[src/rtl/line_follow_ctrl.sv]
// Line-follower motor-command stage: sensor pattern -> per-wheel duty/direction, node stop/reverse.
// Build option LFC_NODE_REVERSE_EN adds the timed NODE_REV phase after each node stop.
module line_follow_ctrl #(
  parameter logic [11:0] THRESH       = 12'd1500,
  parameter int unsigned NODE_CONFIRM = 3,
  parameter int unsigned LOST_SAMPLES = 8,
  parameter int unsigned STOP_CYCLES  = 31250,
`ifdef LFC_NODE_REVERSE_EN
  parameter int unsigned REV_CYCLES   = 312500,
  parameter logic [3:0]  DUTY_REV     = 4'd8,
`endif
  parameter logic [3:0]  DUTY_FAST    = 4'd12,
  parameter logic [3:0]  DUTY_SLOW    = 4'd6
) (
  input  logic        clk_3125KHz,
  input  logic        rst_n,
  input  logic        en,
  input  logic        sens_valid,
  input  logic [11:0] sens_l,
  input  logic [11:0] sens_c,
  input  logic [11:0] sens_r,
  output logic [3:0]  duty_left,
  output logic [3:0]  duty_right,
  output logic [3:0]  no_left,
  output logic [3:0]  no_right,
  output logic [7:0]  node_count,
  output logic        node_pulse,
  output logic        busy
);

  localparam logic [2:0] IDLE      = 3'd0;
  localparam logic [2:0] FOLLOW    = 3'd1;
  localparam logic [2:0] LOST      = 3'd2;
  localparam logic [2:0] NODE_STOP = 3'd3;
`ifdef LFC_NODE_REVERSE_EN
  localparam logic [2:0] NODE_REV  = 3'd4;
  localparam logic [18:0] REV_LAST = 19'(REV_CYCLES - 1);
`endif

  localparam logic [3:0]  CONFIRM_LAST = 4'(NODE_CONFIRM - 1);
  localparam logic [7:0]  LOST_LAST    = 8'(LOST_SAMPLES - 1);
  localparam logic [18:0] STOP_LAST    = 19'(STOP_CYCLES - 1);

  logic [2:0]  state;
  logic [3:0]  confirm_cnt;
  logic [7:0]  lost_cnt;
  logic [18:0] timer;
  logic        rearm;
  logic [2:0]  p;
  logic [3:0]  map_left;
  logic [3:0]  map_right;

  assign p = {sens_l > THRESH, sens_c > THRESH, sens_r > THRESH};

  // Steering map; patterns without a defined correction keep the current duties.
  always_comb begin
    map_left  = duty_left;
    map_right = duty_right;
    case (p)
      3'b010:         begin map_left = DUTY_FAST; map_right = DUTY_FAST; end
      3'b110, 3'b100: begin map_left = DUTY_SLOW; map_right = DUTY_FAST; end
      3'b011, 3'b001: begin map_left = DUTY_FAST; map_right = DUTY_SLOW; end
      default: ;
    endcase
  end

`ifdef LFC_NODE_REVERSE_EN
  logic [3:0] no_left_q;
  logic [3:0] no_right_q;
  assign no_left  = no_left_q;
  assign no_right = no_right_q;
`else
  assign no_left  = 4'd0;
  assign no_right = 4'd0;
`endif

  always_ff @(posedge clk_3125KHz or negedge rst_n) begin
    if (!rst_n) begin
      state       <= IDLE;
      confirm_cnt <= 4'd0;
      lost_cnt    <= 8'd0;
      timer       <= 19'd0;
      rearm       <= 1'b1;
      duty_left   <= 4'd0;
      duty_right  <= 4'd0;
      node_count  <= 8'd0;
      node_pulse  <= 1'b0;
      busy        <= 1'b0;
`ifdef LFC_NODE_REVERSE_EN
      no_left_q   <= 4'd0;
      no_right_q  <= 4'd0;
`endif
    end else begin
      node_pulse <= 1'b0;
      // Dropping enable overrides everything, including a node confirm in the same cycle.
      if (!en) begin
        state       <= IDLE;
        confirm_cnt <= 4'd0;
        lost_cnt    <= 8'd0;
        timer       <= 19'd0;
        rearm       <= 1'b1;
        duty_left   <= 4'd0;
        duty_right  <= 4'd0;
        busy        <= 1'b0;
`ifdef LFC_NODE_REVERSE_EN
        no_left_q   <= 4'd0;
        no_right_q  <= 4'd0;
`endif
      end else begin
        case (state)
          IDLE: state <= FOLLOW;
          FOLLOW: if (sens_valid) begin
            duty_left  <= map_left;
            duty_right <= map_right;
            if (p == 3'b111) begin
              lost_cnt <= 8'd0;
              if (rearm) begin
                if (confirm_cnt == CONFIRM_LAST) begin
                  node_count  <= node_count + 8'd1;
                  node_pulse  <= 1'b1;
                  confirm_cnt <= 4'd0;
                  timer       <= 19'd0;
                  rearm       <= 1'b0;
                  busy        <= 1'b1;
                  duty_left   <= 4'd0;
                  duty_right  <= 4'd0;
                  state       <= NODE_STOP;
                end else begin
                  confirm_cnt <= confirm_cnt + 4'd1;
                end
              end
            end else begin
              confirm_cnt <= 4'd0;
              rearm       <= 1'b1;
              if (p == 3'b000) begin
                if (lost_cnt == LOST_LAST) begin
                  lost_cnt   <= 8'd0;
                  duty_left  <= 4'd0;
                  duty_right <= 4'd0;
                  state      <= LOST;
                end else begin
                  lost_cnt <= lost_cnt + 8'd1;
                end
              end else begin
                lost_cnt <= 8'd0;
              end
            end
          end
          LOST: if (sens_valid && p != 3'b000) begin
            duty_left  <= map_left;
            duty_right <= map_right;
            state      <= FOLLOW;
          end
          NODE_STOP: begin
            if (timer == STOP_LAST) begin
              timer <= 19'd0;
`ifdef LFC_NODE_REVERSE_EN
              duty_left  <= DUTY_REV;
              duty_right <= DUTY_REV;
              no_left_q  <= 4'd4;
              no_right_q <= 4'd4;
              state      <= NODE_REV;
`else
              busy  <= 1'b0;
              state <= FOLLOW;
`endif
            end else begin
              timer <= timer + 19'd1;
            end
          end
`ifdef LFC_NODE_REVERSE_EN
          NODE_REV: begin
            if (timer == REV_LAST) begin
              timer      <= 19'd0;
              duty_left  <= 4'd0;
              duty_right <= 4'd0;
              no_left_q  <= 4'd0;
              no_right_q <= 4'd0;
              busy       <= 1'b0;
              state      <= FOLLOW;
            end else begin
              timer <= timer + 19'd1;
            end
          end
`endif
          default: state <= IDLE;
        endcase
      end
    end
  end

endmodule

[config.mk]
export PLATFORM = sky130hd
export DESIGN_NAME = line_follow_ctrl
export DESIGN_NICKNAME = d
export VERILOG_FILES = /design/src/rtl/line_follow_ctrl.sv
export SDC_FILE = /design/constraint.sdc
export NUM_CORES = 1
export LEC_CHECK = 0
export ABC_AREA = 1
export CORE_MARGIN = 2
export CORE_UTILIZATION = 35
export CTS_CLUSTER_DIAMETER = 50
export CTS_CLUSTER_SIZE = 30
export DETAILED_ROUTE_END_ITERATION = 10
export PLACE_DENSITY = 0.63
export SLEW_MARGIN = 20
export SYNTH_ARGS = -nofsm -noshare
export SYNTH_HDL_FRONTEND = slang
export SYNTH_SLANG_ARGS = --single-unit
[constraint.sdc]
create_clock -name clk_3125KHz -period 4.07 [get_ports clk_3125KHz]
set_input_delay 0.6105 -clock clk_3125KHz [delete_from_list [all_inputs] [get_ports clk_3125KHz]]
set_output_delay 0.6105 -clock clk_3125KHz [all_outputs]
set_load 0.1 [all_outputs]
==> reports/qor.yml, run 1 <==
status: "complete, no violations"
drv_slew: 0
num_vias: 3124
cp_slowest_cell: "clkdlybuf4s50_1"
drtIter0Drc: 146
rsz0062_at_grt: "false"
coreArea_um2: 9330
syn_area_um2: 3390
synth_edf_count: 0
grt.overflow.total: 0
yosys_warnings: 0
timing.reg2reg.setup_slack_ns: 1.99
rows: 35
yosysSeqAreaShare_pct: 38.4
reg2regPathDepth: 9
gp_congestion: 0.967
synth.avg_cell_area_um2: 7.44
start_kind: "register"
pin_count: 66
hold_viol_final: 0
timing.rr.start: "confirm_cnt[0]"
synth_ff_type: "dfrtp_1"
crit_chain: "clkdlybuf4s50_1"
reg2reg_to: "busy"
start_util_pct: 36.4
fin_tns_setup_ns: 0
synth_top_cell_area_share_pct: 37.6
ant_nets: 0
placed_area_um2: 4070
fmax_mhz: 396
crit_required_ns: 3.46
final_area_um2: 4190
setup_violations: 0
via_per_inst: 4.84
cp_max_fo: 5
synth.cells.most_frequent: "97 x nand2_1, 76 x inv_1, 51 x dfrtp_1"
hp-class: "input pin to asynchronous set/reset pin"
synthArstFlopShare_pct: 100
maxCapViolations: 0
period_share_pct: 62.0
clock-sinks: 52
die-area_um2: 10500
die_h_um: 102
track_usage_pct: 16.1
leakage_nw: 1.99
end_kind: "output port"
areaGrowthSynthToFinish_pct: 23.6
max-slew-margin-rel_pct: 33.3
drive_gt1_share_pct: 7.35
clock_skew_ns: 0.00496
crit_arrival_ns: 1.91
fillers: 932
nNetsFinal: 562
worst-path-buf-inv: 1
ys_seq_elements: 52
cts_tree: "built"
wl_per_cell_um: 12.3
post_cts_buffers: 0
max_stage_delay_ns: 1.16
worstSetupPathType: "register to output port"
die_x_um: 102
antennaDiodeCount: 0
drc_errors: 0
clk_latency_ns: 0.30
cts_buffers: 5
holdBufCountCts: 0
synth_area_leaders: "dfrtp_1 38%, nand2_1 11%, inv_1 8.4%, xor2_1 4.9%, nor2_1 4.8%"
worst_slew_pin_slew_ns: 0.997
ctsResizeCount: 0
grt_max_degree: 30
irDropWorstVdd_mv: 0.162
grt_pass1_vias: 3136
fin_util_pct: 44.9
drt_pass1_iterations: 4
port_buffers: 57
grt_pass1_wl_um: 13900
htree_num_levels: 2
p_per_area_nw_per_um2: 389
fin_crit_ns: 2.52
synth_cell_type_count: 44
cts_root_buf: "clkbuf_8"
hold_ws_ns: 0.283
drt-total-wl_um: 7950
synth_top_area_cell: "dfrtp_1"
syn_inst: 456
path_clk_slew_ns: 0.10
grt_antenna_before_repair: 0
post-dp-hpwl_um: 6180
yosysMostFrequentCell: "nand2_1"
cp_top_family: "buffers and inverters"
clockBufferDepth: 2
## flip-flops by register name, indices dropped and copies added, names as in the netlist
signal       cells
node_pulse       1
lost_cnt         8
duty_right       4
rearm            1
busy             1
confirm_cnt      4
node_count       8
timer           19
duty_left        4
state            2
## routing by layer
metal | wire [um] | GRT usage [%] | part of all wire (%) | vias up
met3 | 273 | 2.87 | 3.4 | 12
met4 | 88 | 3.18 | 1.1 | 0
li1 | - | - | - | 1578
met2 | 3760 | 27.9 | 47 | 66
met1 | 3830 | 21.1 | 48 | 1468
met5 | 0 | 0 | 0 | -
## metrics by stage
step	power (W)	cells	worst slack [ns]
after CTS	0.00165	646	1.53
after floorplan	0.00110	463	2.19
after detailed placement	0.00126	638	1.34
after global routing	0.00173	646	1.45
final	0.00163	646	1.55
after global placement	0.00126	638	1.40
## where the power goes
part / switching (W) / internal, W / total [W]
Combinational: 0.000480 / 0.000165 / 0.000645
Sequential: 0.0000398 / 0.000565 / 0.000605
Clock: 0.000179 / 0.000201 / 0.000380
## final cells by class
type                       count  area, um^2  share of cell area (%)
clock buffer                   6        82.6                    1.97
clock inverter                 2        38.8                   0.925
inverter                      81         304                    7.25
multi-input combinational    317        1720                    41.1
sequential                    52        1300                    31.1
tap                          129         161                    3.85
timing repair buffer          59         581                    13.8
## worst max-delay path by stage
stage                  start  slack (ns)             to  cells after the start
2_1_floorplan     sens_r[11]        2.19           busy                     12
3_3_place_gp      sens_r[10]        1.40           busy                     12
3_5_place_dp      sens_r[10]        1.34           busy                     12
4_1_cts        node_count[2]        1.53  node_count[2]                      1
5_1_grt            sens_r[9]        1.45      timer[13]                     13
6_report       node_count[2]        1.55  node_count[2]                      1
## cells in the final DEF (no fill, tap or decap), types with 3 or more instances in the layout
cell             synthesis  final
o21ai_0                 21     21
nor3_1                   7      7
clkdlybuf4s50_1          0     56
inv_1                   76     76
o32ai_1                  3      3
a21oi_1                 13     13
ha_1                     6      6
xnor2_1                  4      4
nor3_2                   3      3
clkbuf_8                 0      6
inv_2                    4      4
nand2_1                 97     97
nor4_1                   7      7
xor2_1                  19     19
nor2_1                  43     43
nand3_1                 27     27
nand2_2                  3      3
dfrtp_1                 51     51
nor2_2                   4      4
o21ai_1                  6      6
conb_1                   1      8
nand4_1                 25     25
## cell families (layout without fill, tap and decap cells)
family                   after synthesis  in the layout  share of synthesized area (%)
AO/OA/AOI/OAI                         50             50                           8.74
XOR/XNOR                              23             23                           5.94
adder cells (fa/ha/maj)                6              6                           2.21
buffers and inverters                 94            148                           11.6
flip-flops                            52             52                           38.4
multiplexers                           2              2                          0.590
other                                  1              8                          0.111
AND/OR/NAND/NOR                      228            228                           32.4
Note: power is estimated with default switching activity, not from simulation.
==> run 2: changes to the inputs <==
Settings changed: PLACE_DENSITY 0.63 to 0.65.
Clock period 4.07 ns to 2.2 ns, I/O delays scaled along.
==> run 2 against run 1 <==
Against the previous run:
- routed wire length up 1.7%
- critical path depth up 12
- global-route usage up 0.44 points
- die area unchanged
- flip-flop and latch count unchanged
- non-clock buffer count up 11
- via count down 0.61%
- first-iteration DRC count down 21%
- design area up 0.63%
- sequential power up 85%
- clock power up 56%
- worst hold slack worse by 0.16 ns
==> reports/qor.yml, run 2 (synthesis gave the netlist of run 1 again) <==
status: "complete, no violations"
largest_register: "timer"
grt_pass1_vias: 3064  # -2.3%
worst-path-buf-inv: 3  # +2
holdBufCountCts: 0  # unchanged
fin_crit_ns: 1.93
areaGrowthSynthToFinish_pct: 24.4
leakage_nw: 2.06  # +3.2%
stdcell_count: 657  # +1.7%
crit_top_cell: "nand2_1"
hp-class: "input pin to asynchronous set/reset pin"
port_buffers: 57  # unchanged
die-area_um2: 10500  # unchanged
ctsResizeCount: 0  # unchanged
hold_viol_final: 0  # unchanged
die_x_um: 102  # unchanged
period_share_pct: 87.9
maxCapViolations: 0  # unchanged
mostFrequentLayoutCell: "nand2_1"
rows: 35  # unchanged
grt.overflow.total: 0  # unchanged
layout_common_cells: "97 x nand2_1, 76 x inv_1, 50 x dfrtp_1"
post-place-ws_ns: -0.0240  # -1.37 ns
cp_slowest_cell: "dfrtp_1"
cts_buffers: 5  # unchanged
start_kind: "register"
drtIter0Drc: 115  # -21%
path_clk_slew_ns: 0.11  # about the same
largest_reg_flops: 19  # unchanged
largest_registers: "timer: 19 flops, lost_cnt: 8 flops, node_count: 8 flops"
crit_required_ns: 2.41  # -1.05 ns
cts_root_buf: "clkbuf_8"
coreArea_um2: 9330  # unchanged
p_per_area_nw_per_um2: 699  # +80%
ant_nets: 0  # unchanged
max-slew-margin-rel_pct: 54.7  # +21 points
setup_slack_ns: 0.266  # -1.28 ns
post_cts_buffers: 0  # unchanged
antennaDiodeCount: 0  # unchanged
total_power_w: 0.00295  # +81%
drt_pass1_iterations: 5  # +1
grt_max_degree: 53  # +77%
track_usage_pct: 16.5  # +0.44 points
post-dp-hpwl_um: 6240  # +0.96%
cts_tree: "built"
max_stage_delay_ns: 0.39  # -0.77 ns
clock_skew_ns: 0.00836  # +0.00340 ns
die_h_um: 102  # unchanged
drv_slew: 0  # unchanged
drt-total-wl_um: 8090  # +1.7%
start_util_pct: 36.4  # unchanged
cp_max_fo: 4  # -1
fin_util_pct: 45.2  # +0.28 points
rsz0062_at_grt: "false"
nNetsFinal: 573  # +2.0%
worst_slew_pin_slew_ns: 0.679  # -0.318 ns
clockBufferDepth: 2  # unchanged
fmax_mhz: 517
clk_latency_ns: 0.31  # about the same
crit_arrival_ns: 2.15  # +0.24 ns
wl_per_cell_um: 12.3  # about the same
pin_count: 66  # unchanged
htree_num_levels: 2  # unchanged
cp_top_family: "simple AND/OR/NAND/NOR gates"
irDropWorstVdd_mv: 0.296  # +83%
crit_chain: "inv_1 > ha_1 > inv_1 > nor4_1 > nand3_1 > nand2_1 > inv_1 > a21oi_1 > nand2_1 > nor2_2 > nand2_1 > nand2_1 > nand2_1"
num_vias: 3105  # -0.61%
worstSetupPathType: "register to register"
setup_violations: 0  # unchanged
end_kind: "register"
clock-sinks: 52  # unchanged
drc_errors: 0  # unchanged
numPlacedInstances: 649  # +1.7%
via_per_inst: 4.73  # -2.3%
timing.reg2reg.setup_slack_ns: 0.27  # -1.72 ns
grt_antenna_before_repair: 0  # unchanged
drive_gt1_share_pct: 13.1  # +5.7 points
grt_pass1_wl_um: 13900  # +0.55%
gp_congestion: 0.913  # -5.6%
==> run 2: routing by layer <==
| metal | GRT usage [%] | share of wire, % |
|---|---|---|
| met1 | 21.6 | 45 |
| met4 | 4.10 | 0.36 |
| met2 | 28.8 | 51 |
| met5 | 0 | 0 |
| met3 | 2.33 | 3.8 |
==> run 2: path summary, 6_finish.rpt <==
kind                                    start            end  cells past startpoint
max in group asynchronous               rst_n       timer[0]                      2
worst min register to register  node_count[7]  node_count[7]                      1
worst max register to register       timer[1]       state[0]                     13
worst min-delay path                    rst_n  duty_right[3]                      2
worst max-delay path                 timer[1]       state[0]                     13
min in group clk_3125KHz        node_count[7]  node_count[7]                      1
==> run 2: report_power, final <==
group | switching, W | internal [W]
sequential | 0.0000731 | 0.00105
clock | 0.000360 | 0.000233
combinational | 0.000906 | 0.000329
total | 0.00134 | 0.00161
==> run 2: through the flow <==
stage               hold WS, ns  TNS (ns)  cell area (um^2)
CTS                       0.153         0              4220
finish                    0.125         0              4220
floorplan                0.0344         0              3420
detailed placement        0.465   -0.0290              4120
global placement          0.465         0              4120
global route              0.179         0              4220
==> run 2: area by class of cell <==
class	instances	area, um^2
fill	934	5110
multi-input combinational	317	1730
sequential	52	1300
timing repair buffer	70	631
inverter	81	304
tap	129	161
clock buffer	5	68.8
clock inverter	3	25.0
==> run 2: worst reg2reg max path, cell delays in order, from the launching register on <==
cell	delay, ns
dfrtp_1	0.39
inv_1	0.13
ha_1	0.16
inv_1	0.05
nor4_1	0.25
nand3_1	0.12
nand2_1	0.13
inv_1	0.10
a21oi_1	0.13
nand2_1	0.09
nor2_2	0.12
nand2_1	0.07
nand2_1	0.05
nand2_1	0.04
==> run 3: changes to the inputs <==
--- a/config.mk
+++ b/config.mk
@@ -11,3 +11,2 @@
 export CTS_CLUSTER_DIAMETER = 50
-export CTS_CLUSTER_SIZE = 30
 export DETAILED_ROUTE_END_ITERATION = 10
==> constraint.sdc (replaced) <==
create_clock -name clk_3125KHz -period 2.2 [get_ports clk_3125KHz]
set_input_delay 0.44 -clock clk_3125KHz [delete_from_list [all_inputs] [get_ports clk_3125KHz]]
set_output_delay 0.44 -clock clk_3125KHz [all_outputs]
set_load 0.1 [all_outputs]
==> run 3 against run 2 <==
Against the previous run:
- first-iteration DRC count grew 14%
- routed wire length grew 0.90%
- total power grew 0.67%
- design area grew 1.5%
- worst hold slack lost 0.065 ns
- utilization grew 0.67 points
- register-to-register slack lost 0.03 ns
- via count grew 1.7%
- combinational power is essentially flat
- clock-buffer cell count is the same
- critical endpoint is now duty_right[1]
- largest power group unchanged
==> reports/qor.yml, run 3 (synthesis gave the netlist of run 1 again) <==
cp_top_family: "simple AND/OR/NAND/NOR gates"
clockBufferDepth: 2  # unchanged
grt.overflow.total: 0  # unchanged
cts_buffers: 5  # unchanged
crit_arrival_ns: 2.24  # +0.09 ns
cp.depth: 14  # +1
nNetsFinal: 580  # +1.2%
cts_tree: "built"
grt_pass1_vias: 3069  # +0.16%
clock-sinks: 52  # unchanged
crit_required_ns: 2.43  # +0.02 ns
grt_max_degree: 35  # -34%
cp_slowest_cell: "clkdlybuf4s50_1"
grt_antenna_before_repair: 0  # unchanged
worst_slew_pin_slew_ns: 0.505  # -0.174 ns
largest_reg_flops: 19  # unchanged
drc_errors: 0  # unchanged
path_clk_slew_ns: 0.11  # about the same
fmax_mhz: 498  # -3.7%
grt_pass1_wl_um: 13700  # -1.5%
fillers: 944  # +1.1%
cts_root_buf: "clkbuf_8"
multi_input_comb_area_um2: 1720  # -0.14%
coreArea_um2: 9330  # unchanged
irDropWorstVdd_mv: 0.447  # +51%
crit_top_cell: "nand2_1"
setup_slack_ns: 0.192  # -0.0748 ns
post_cts_buffers: 0  # unchanged
fin_crit_ns: 2.01  # +0.0748 ns
die_h_um: 102  # unchanged
mostFrequentLayoutCell: "nand2_1"
register_area_um2: 1300  # unchanged
end_kind: "register"
period_share_pct: 91.3  # +3.4 points
wl_per_cell_um: 12.3  # -0.16%
drt-total-wl_um: 8160  # +0.90%
hp-class: "input pin to asynchronous set/reset pin"
areaGrowthSynthToFinish_pct: 26.2
max-slew-margin-rel_pct: 66.0  # +11 points
rows: 35  # unchanged
drv_slew: 0  # unchanged
gp_congestion: 0.877  # -4.0%
track_usage_pct: 16.3  # -0.25 points
hold_viol_final: 0  # unchanged
worst-path-buf-inv: 2  # -1
worstSetupPathType: "input pin to register"
crit_chain: "clkdlybuf4s50_1 > nand2_1 > nor2_2 > nand3_1 > nand3_2 > nand2_4 > nor2_8 > buf_4 > nand2_1 > nand2_1 > nand2_1 > nand2_2 > nand2_1 > a21oi_1"
rsz0062_at_grt: "false"
fin_tns_setup_ns: 0  # unchanged
antennaDiodeCount: 0  # unchanged
port_buffers: 57  # unchanged
leakage_nw: 2.10  # +1.9%
layout_common_cells: "97 x nand2_1, 76 x inv_1, 50 x dfrtp_1"
cp_max_fo: 6  # +2
ant_nets: 0  # unchanged
fin_util_pct: 45.9  # +0.67 points
drtIter0Drc: 131  # +14%
via_per_inst: 4.76  # +0.63%
reg2regPathDepth: 8  # -5
num_vias: 3158  # +1.7%
status: "complete, no violations"
maxCapViolations: 0  # unchanged
die-area_um2: 10500  # unchanged
post-dp-hpwl_um: 6350  # +1.9%
clk_latency_ns: 0.32  # about the same
start_kind: "input pin"
drive_gt1_share_pct: 14.0  # +0.95 points
largest_registers: "timer: 19 flops, lost_cnt: 8 flops, node_count: 8 flops"
clock_skew_ns: 0.0151  # +0.00674 ns
post-place-ws_ns: -0.128  # -0.104 ns
p_per_area_nw_per_um2: 693  # -0.80%
hold_ws_ns: 0.0596  # -0.0652 ns
htree_num_levels: 2  # unchanged
start_util_pct: 36.4  # unchanged
largest_register: "timer"
pin_count: 66  # unchanged
max_stage_delay_ns: 0.49  # +0.10 ns
die_x_um: 102  # unchanged
setup_violations: 0  # unchanged
drt_pass1_iterations: 4  # -1
==> run 3: changes by cell type in the layout (fill, tap and decap cells not counted) <==
cell,delta
nor2_1,+1
buf_4,+6
nor2_2,-1
buf_12,+1
==> run 3: worst reg2reg max path: cells and delay by family (launching register included) <==
family                   cells  cell delay, ns
adder cells (fa/ha/maj)      1            0.27
buffers and inverters        1            0.11
AO/OA/AOI/OAI                1            0.22
AND/OR/NAND/NOR              4            0.65
XOR/XNOR                     1            0.16
flip-flops                   1            0.44
==> run 3: final cells by class <==
| cell class | count | share of cell area, % |
|---|---|---|
| Clock buffer | 5 | 1.61 |
| Clock inverter | 3 | 0.584 |
| Inverter | 81 | 7.10 |
| Multi-Input combinational cell | 317 | 40.2 |
| Sequential cell | 52 | 30.4 |
| Tap cell | 129 | 3.77 |
| Timing Repair Buffer | 77 | 16.2 |
==> run 3: per-stage QoR <==
stage / std cells / total power, W / instance area, um^2
CTS: 664 / 0.00299 / 4280
global placement: 656 / 0.00237 / 4190
floorplan: 463 / 0.00204 / 3420
detailed placement: 656 / 0.00239 / 4190
global route: 664 / 0.00314 / 4280
finish: 664 / 0.00297 / 4280
==> run 3: repair_timing <==
item,in CTS,in global routing
endpoints found under the hold margin,0,0
hold buffers,0,0
resized for setup,0,1
setup endpoints to repair,0,1
==> run 3: routing by layer <==
layer  up-vias  wire length, um  track usage (%)
met1      1475             3730             21.2
met3        15              264             2.60
met5         -                0                0
met2        49             4020             27.8
li1       1619                -                -
met4         0              144             5.03
==> run 3: worst paths after layout <==
path / slack (ns) / startpoint / to
max in group asynchronous: 1.57 / rst_n / timer[0]
min reg2reg: 0.48 / node_count[7] / node_count[7]
max reg2reg: 0.24 / timer[0] / timer[16]
min: 0.06 / rst_n / duty_right[3]
min in group clk_3125KHz: 0.48 / node_count[7] / node_count[7]
max: 0.19 / sens_l[10] / duty_right[1]
==> run 3: power by group <==
group / switching (W) / internal [W]
logic: 0.000904 / 0.000339
registers: 0.0000757 / 0.00105
clock network: 0.000368 / 0.000233
total: 0.00135 / 0.00162
